===== src/rtl/dms_pfd.sv =====
// Clocked phase-frequency detector: synchronizes ref/fb clocks, measures the lead/lag
// in clk cycles, drives width-matched up/down pulses and reports phase error and lock.
module dms_pfd #(
  parameter int SYNC_STAGES = 2,
  parameter int CNT_W       = 8,
  parameter int MIN_PULSE   = 2,
  parameter int MAX_PULSE   = 64,
  parameter int TIMEOUT     = 200,
  parameter int LOCK_WIN    = 2,
  parameter int LOCK_CNT    = 16
) (
  input  logic             clk,
  input  logic             rst,
  input  logic             en,
  input  logic             ref_in,
  input  logic             fb_in,
  output logic             up,
  output logic             down,
  output logic [CNT_W:0]   phase_err,
  output logic             err_valid,
  output logic             lock,
  output logic             overrun,
  output logic [1:0]       dbg_state
);

  localparam int LW = $clog2(LOCK_CNT + 1);
  localparam logic [CNT_W-1:0] C_ONE = CNT_W'(1);
  localparam logic [CNT_W-1:0] MIN_P = CNT_W'(MIN_PULSE);
  localparam logic [CNT_W-1:0] MAX_P = CNT_W'(MAX_PULSE);
  localparam logic [CNT_W-1:0] TMO   = CNT_W'(TIMEOUT);
  localparam logic [CNT_W-1:0] WIN   = CNT_W'(LOCK_WIN);
  localparam logic [LW-1:0]    L_MAX = LW'(LOCK_CNT);
  localparam logic [LW-1:0]    L_ONE = LW'(1);
  localparam logic [CNT_W:0]   E_ONE = (CNT_W+1)'(1);

  typedef enum logic [1:0] {IDLE, LEAD, LAG, HOLD} state_t;

  state_t                 state;
  logic [CNT_W-1:0]       cnt;
  logic [CNT_W-1:0]       hold_cnt;
  logic [LW-1:0]          lock_cnt;
  logic                   in_win;
  logic [SYNC_STAGES-1:0] ref_sync;
  logic [SYNC_STAGES-1:0] fb_sync;
  logic                   ref_hist;
  logic                   fb_hist;
  logic                   ref_e;
  logic                   fb_e;

  assign ref_e     = ref_sync[SYNC_STAGES-1] & ~ref_hist;
  assign fb_e      = fb_sync[SYNC_STAGES-1] & ~fb_hist;
  assign dbg_state = state;

  // Synchronizers run regardless of en so edges are clean when the loop re-enables.
  always_ff @(posedge clk or posedge rst) begin
    if (rst) begin
      ref_sync <= '0;
      fb_sync  <= '0;
      ref_hist <= 1'b0;
      fb_hist  <= 1'b0;
    end else begin
      ref_sync <= {ref_sync[SYNC_STAGES-2:0], ref_in};
      fb_sync  <= {fb_sync[SYNC_STAGES-2:0], fb_in};
      ref_hist <= ref_sync[SYNC_STAGES-1];
      fb_hist  <= fb_sync[SYNC_STAGES-1];
    end
  end

  // err_valid is a one-cycle strobe with no back-pressure: phase_err is valid
  // exactly in the cycle err_valid is high and holds until the next strobe.
  always_ff @(posedge clk or posedge rst) begin
    if (rst) begin
      state     <= IDLE;
      cnt       <= '0;
      hold_cnt  <= '0;
      lock_cnt  <= '0;
      in_win    <= 1'b0;
      up        <= 1'b0;
      down      <= 1'b0;
      phase_err <= '0;
      err_valid <= 1'b0;
      lock      <= 1'b0;
      overrun   <= 1'b0;
    end else if (!en) begin
      state     <= IDLE;
      cnt       <= '0;
      hold_cnt  <= '0;
      lock_cnt  <= '0;
      in_win    <= 1'b0;
      up        <= 1'b0;
      down      <= 1'b0;
      phase_err <= '0;
      err_valid <= 1'b0;
      lock      <= 1'b0;
      overrun   <= 1'b0;
    end else begin
      err_valid <= 1'b0;

      if (err_valid) begin
        if (in_win) begin
          if (lock_cnt != L_MAX) begin
            lock_cnt <= lock_cnt + L_ONE;
            lock     <= (lock_cnt == L_MAX - L_ONE);
          end
        end else begin
          lock_cnt <= '0;
          lock     <= 1'b0;
        end
      end

      case (state)
        IDLE: begin
          if (ref_e && fb_e) begin
            state     <= HOLD;
            hold_cnt  <= MIN_P - C_ONE;
            up        <= 1'b1;
            down      <= 1'b1;
            phase_err <= '0;
            err_valid <= 1'b1;
            in_win    <= 1'b1;
          end else if (ref_e) begin
            state <= LEAD;
            cnt   <= C_ONE;
            up    <= 1'b1;
          end else if (fb_e) begin
            state <= LAG;
            cnt   <= C_ONE;
            down  <= 1'b1;
          end
        end

        LEAD: begin
          if (fb_e) begin
            phase_err <= {1'b0, cnt};
            err_valid <= 1'b1;
            in_win    <= (cnt <= WIN);
            cnt       <= '0;
            if (cnt >= MIN_P) begin
              state <= IDLE;
              up    <= 1'b0;
            end else begin
              // Stretch the pulse so the charge pump always sees MIN_PULSE cycles.
              state    <= HOLD;
              hold_cnt <= MIN_P - C_ONE - cnt;
            end
          end else if (ref_e) begin
            cnt      <= C_ONE;
            up       <= 1'b1;
            lock_cnt <= '0;
            lock     <= 1'b0;
          end else if (cnt >= TMO) begin
            state     <= IDLE;
            cnt       <= '0;
            up        <= 1'b0;
            phase_err <= {1'b0, TMO};
            err_valid <= 1'b1;
            in_win    <= 1'b0;
            lock_cnt  <= '0;
            lock      <= 1'b0;
          end else begin
            cnt <= cnt + C_ONE;
            up  <= (cnt + C_ONE <= MAX_P);
          end
        end

        LAG: begin
          if (ref_e) begin
            phase_err <= ~{1'b0, cnt} + E_ONE;
            err_valid <= 1'b1;
            in_win    <= (cnt <= WIN);
            cnt       <= '0;
            if (cnt >= MIN_P) begin
              state <= IDLE;
              down  <= 1'b0;
            end else begin
              state    <= HOLD;
              hold_cnt <= MIN_P - C_ONE - cnt;
            end
          end else if (fb_e) begin
            cnt      <= C_ONE;
            down     <= 1'b1;
            lock_cnt <= '0;
            lock     <= 1'b0;
          end else if (cnt >= TMO) begin
            state     <= IDLE;
            cnt       <= '0;
            down      <= 1'b0;
            phase_err <= ~{1'b0, TMO} + E_ONE;
            err_valid <= 1'b1;
            in_win    <= 1'b0;
            lock_cnt  <= '0;
            lock      <= 1'b0;
          end else begin
            cnt  <= cnt + C_ONE;
            down <= (cnt + C_ONE <= MAX_P);
          end
        end

        HOLD: begin
          if (ref_e || fb_e) overrun <= 1'b1;
          if (hold_cnt == '0) begin
            state <= IDLE;
            up    <= 1'b0;
            down  <= 1'b0;
          end else begin
            hold_cnt <= hold_cnt - C_ONE;
          end
        end

        default: state <= IDLE;
      endcase
    end
  end

endmodule


===== config.mk =====
export PLATFORM = sky130hd
export DESIGN_NAME = dms_pfd
export DESIGN_NICKNAME = d
export VERILOG_FILES = /design/src/rtl/dms_pfd.sv
export SDC_FILE = /design/constraint.sdc
export NUM_CORES = 1
export LEC_CHECK = 0
export BUFFER_PORTS_ARGS = -buffer_cell sky130_fd_sc_hd__buf_4
export CAP_MARGIN = 5
export CORE_MARGIN = 1
export CORE_UTILIZATION = 63
export CTS_BUF_LIST = sky130_fd_sc_hd__clkbuf_4 sky130_fd_sc_hd__clkbuf_8
export CTS_CLUSTER_DIAMETER = 30
export DETAILED_ROUTE_END_ITERATION = 10
export MAX_ROUTING_LAYER = met4
export PLACE_DENSITY = 0.83
export SLEW_MARGIN = 25
export SYNTH_ARGS = -nofsm -noshare
export SYNTH_HDL_FRONTEND = slang
export SYNTH_SLANG_ARGS = --single-unit

===== constraint.sdc =====
create_clock -name clk -period 2.85 [get_ports clk]
set_input_delay 0.285 -clock clk [delete_from_list [all_inputs] [get_ports clk]]
set_output_delay 0.285 -clock clk [all_outputs]
set_load 0.02 [all_outputs]

==> impl_metrics.toml <==
[route]
vias = 2674
wl_mm = 7.18
first_pass_iters = 7
drt_iter0_markers = 244
ant_nets = 0
via_per_inst = 6.70
routedWlPerCell_microns = 18.0
drc_errors = 0

[clock_network]
post_cts_resize_count = 0
clock_latency_ns = 0.30
clock_path_buffers = 2
cts_hold_buf = 0
clk_pin_slew_worst_paths_ns = 0.08
ctsRootBufferMaster = "clkbuf_8"
cts.htree.levels = 2
clkSinkCount = 44
cts_buffers = 5
postCtsSetupBuffers = 0
cts_tree = "done"

[sta]
setup_viol = 0
finClkSkew_ns = 0.00352
slew_violations = 0
finalCriticalPeriod_ns = 2.41
finalHoldViolations = 0
rsz0062_at_grt = "no"
hold_ws_ns = 0.0130
tightest_slew_ns = 0.729
max_freq_mhz = 414
relSlewSlack = 0.511
timing.final.crit_share = 0.847
setup-tns-final_ns = 0

[floorplan]
die_area_sq_um = 5030
die_h_microns = 70.9
rows = 24
die_w_microns = 70.9
core_sq_um = 4440
io_pins = 21
start_util = 0.673

[synth]
synth_nets = 356
synth_edf_count = 0
yosysSeqAreaShare = 0.368
syn-cell-area_sq_um = 2990
synth_top_area_share = 0.368
synth_top_area_cell = "dfrtp_1"
synth.yosys.warnings = 0
synthArstFlopShare = 1.00
avgSynthCellArea_sq_um = 8.88
synthTopCellsByArea = "dfrtp_1 (37%), ha_1 (5.9%), nor2_1 (3.6%)"
ys_ff_latch = 44
yosys.cell_types.count = 61
synth_cells = 337
synthFlopType = "dfrtp_1"

[placed_design]
dp.cells = 392
hpwl_mm = 5.02
place_area_sq_um = 3140
gp_congestion = 0.913
port_buffers = 20

[worst_setup_path]
end_kind = "flip-flop"
cp_top_family = "simple AND/OR/NAND/NOR gates"
cp_slowest_cell = "or4_1"
path_max_fanout = 15
critical_path.max_stage_delay_ns = 0.55
path_cells = "inv_1 > ha_1 > nor2_1 > or4_1 > nor3_1 > buf_4 > a22o_1 > a22o_1"
cp_num_buf_inv = 2
cp_num_cells = 8
crit_top_cell = "a22o_1"
critPathArrivalTime_ns = 2.66
crit_path_start_kind = "flip-flop"
worstRegToRegCells = 8
cp.required_ns = 3.09
path_class = "flip-flop to flip-flop"

[finish]
fin_area_sq_um = 3240
fin_cells = 399
layout.nets = 366
fin_util = 0.729
fillers = 352
synthToLayoutAreaGrowth_pct = 8.24
diodes = 0
drive_above_1_share = 0.153

[global_route]
grt_first_pass_wirelength_mm = 12.4
grt_usage = 0.323
antenna_found_initial = 0
grt_pass1_vias = 2540
gr-total-overflow = 0
grt_max_degree = 26

[power]
power_density_nw_per_um2 = 720
power_leakage_nw = 1.44
vdd_drop_max_v = 0.000388

[hold_path]
hold_class = "input port to asynchronous set/reset pin"

[status]
status = "completed"

[flow_run]
cap_violations = 0
-- registers in the layout, summed over array words and instances, names as in the netlist --
signal and count:
lock_cnt 5, fb_sync 2, overrun 1, hold_cnt 8, ref_sync 2, lock 1
down 1, fb_hist 1, cnt 8, dbg_state 2, in_win 1, ref_hist 1
phase_err 9, up 1, err_valid 1
-- final timing paths --
check	startpoint	end	slack, ns
hold / removal	rst	phase_err[5]$_DFFE_PP0P_	0.01
setup / recovery	dbg_state[1]$_DFFE_PP0P_	cnt[3]$_DFFE_PP0P_	0.44
min in group clk	fb_in	fb_sync[0]$_DFF_PP0_	0.09
hold reg to reg	ref_sync[0]$_DFF_PP0_	ref_sync[1]$_DFF_PP0_	0.37
max in group asynchronous	rst	dbg_state[0]$_DFFE_PP0P_	2.11
setup reg to reg	dbg_state[1]$_DFFE_PP0P_	cnt[3]$_DFFE_PP0P_	0.44
-- metrics by stage --
step / setup slack [ns] / total power, W
3_5_place_dp: 0.527 / 0.00189
3_3_place_gp: 0.561 / 0.00186
4_1_cts: 0.476 / 0.00231
2_1_floorplan: 0.628 / 0.00161
6_report: 0.436 / 0.00233
5_1_grt: 0.259 / 0.00249
-- synth_stat cells, types with 3 or more instances --
master / n
dfrtp_1: 44
nor2_1: 29
nand2_1: 23
inv_1: 20
a21oi_1: 18
clkbuf_1: 18
o21ai_0: 17
ha_1: 14
nand3_1: 14
nor3_1: 9
a22oi_1: 8
mux2_2: 8
a21o_1: 6
nor2b_1: 6
xnor2_1: 6
a211oi_1: 5
a22o_1: 5
nand4_1: 5
nor3b_1: 5
a31oi_1: 4
o211ai_1: 4
a221o_1: 3
a31o_2: 3
and3_1: 3
mux2i_1: 3
nand3b_1: 3
nand4b_1: 3
nor4_1: 3
o31a_1: 3
or3_1: 3
-- kinds of logic after synthesis --
group,Yosys count,synth area share
flip-flops,44,0.368
multiplexers,11,0.0402
AND/OR/NAND/NOR,119,0.210
buffers and inverters,42,0.0594
adder cells (fa/ha/maj),14,0.0586
AO/OA/AOI/OAI,99,0.240
XOR/XNOR,8,0.0234
-- metal layers --
layer	part of all wire	global-route usage	vias to the layer above
met5	0	-	-
met4	0.013	0.100	0
met3	0.066	0.0527	13
met2	0.49	0.496	117
met1	0.44	0.442	1278
li1	-	-	1266
-- layout by cell type, fill, tap and decap left out, types with 3 or more instances in the layout --
cell / synthesis / layout
a211oi_1: 5 / 5
a21o_1: 6 / 6
a21oi_1: 18 / 18
a221o_1: 3 / 3
a22o_1: 5 / 5
a22oi_1: 8 / 8
a31o_2: 3 / 3
a31oi_1: 4 / 4
and3_1: 3 / 3
buf_4: 1 / 25
clkbuf_8: 0 / 7
dfrtp_1: 44 / 44
ha_1: 14 / 14
inv_1: 20 / 19
mux2_2: 8 / 8
mux2i_1: 3 / 3
nand2_1: 23 / 23
nand3_1: 14 / 14
nand3b_1: 3 / 3
nand4_1: 5 / 5
nand4b_1: 3 / 3
nor2_1: 29 / 29
nor2b_1: 6 / 6
nor3_1: 9 / 9
nor3b_1: 5 / 5
nor4_1: 3 / 3
o211ai_1: 4 / 4
o21ai_0: 17 / 17
o31a_1: 3 / 3
or3_1: 3 / 3
xnor2_1: 6 / 6
-- power by group --
| part | leakage, nW | internal (W) | switching (W) |
|---|---|---|---|
| clock | 0.0503 | 0.000216 | 0.000207 |
| combinational | 0.797 | 0.000446 | 0.000696 |
| sequential | 0.594 | 0.000691 | 0.0000746 |
-- cell type report --
cell class / instances / area (sq um) / share of cell area
clock buffers: 7 / 96.3 / 0.0298
inverters: 20 / 75.1 / 0.0232
repair buffers: 25 / 188 / 0.0580
multi-input cells: 251 / 1710 / 0.529
flip-flops and latches: 44 / 1100 / 0.340
well taps: 52 / 65.1 / 0.0201
Note: power is estimated with default switching activity, not from simulation.
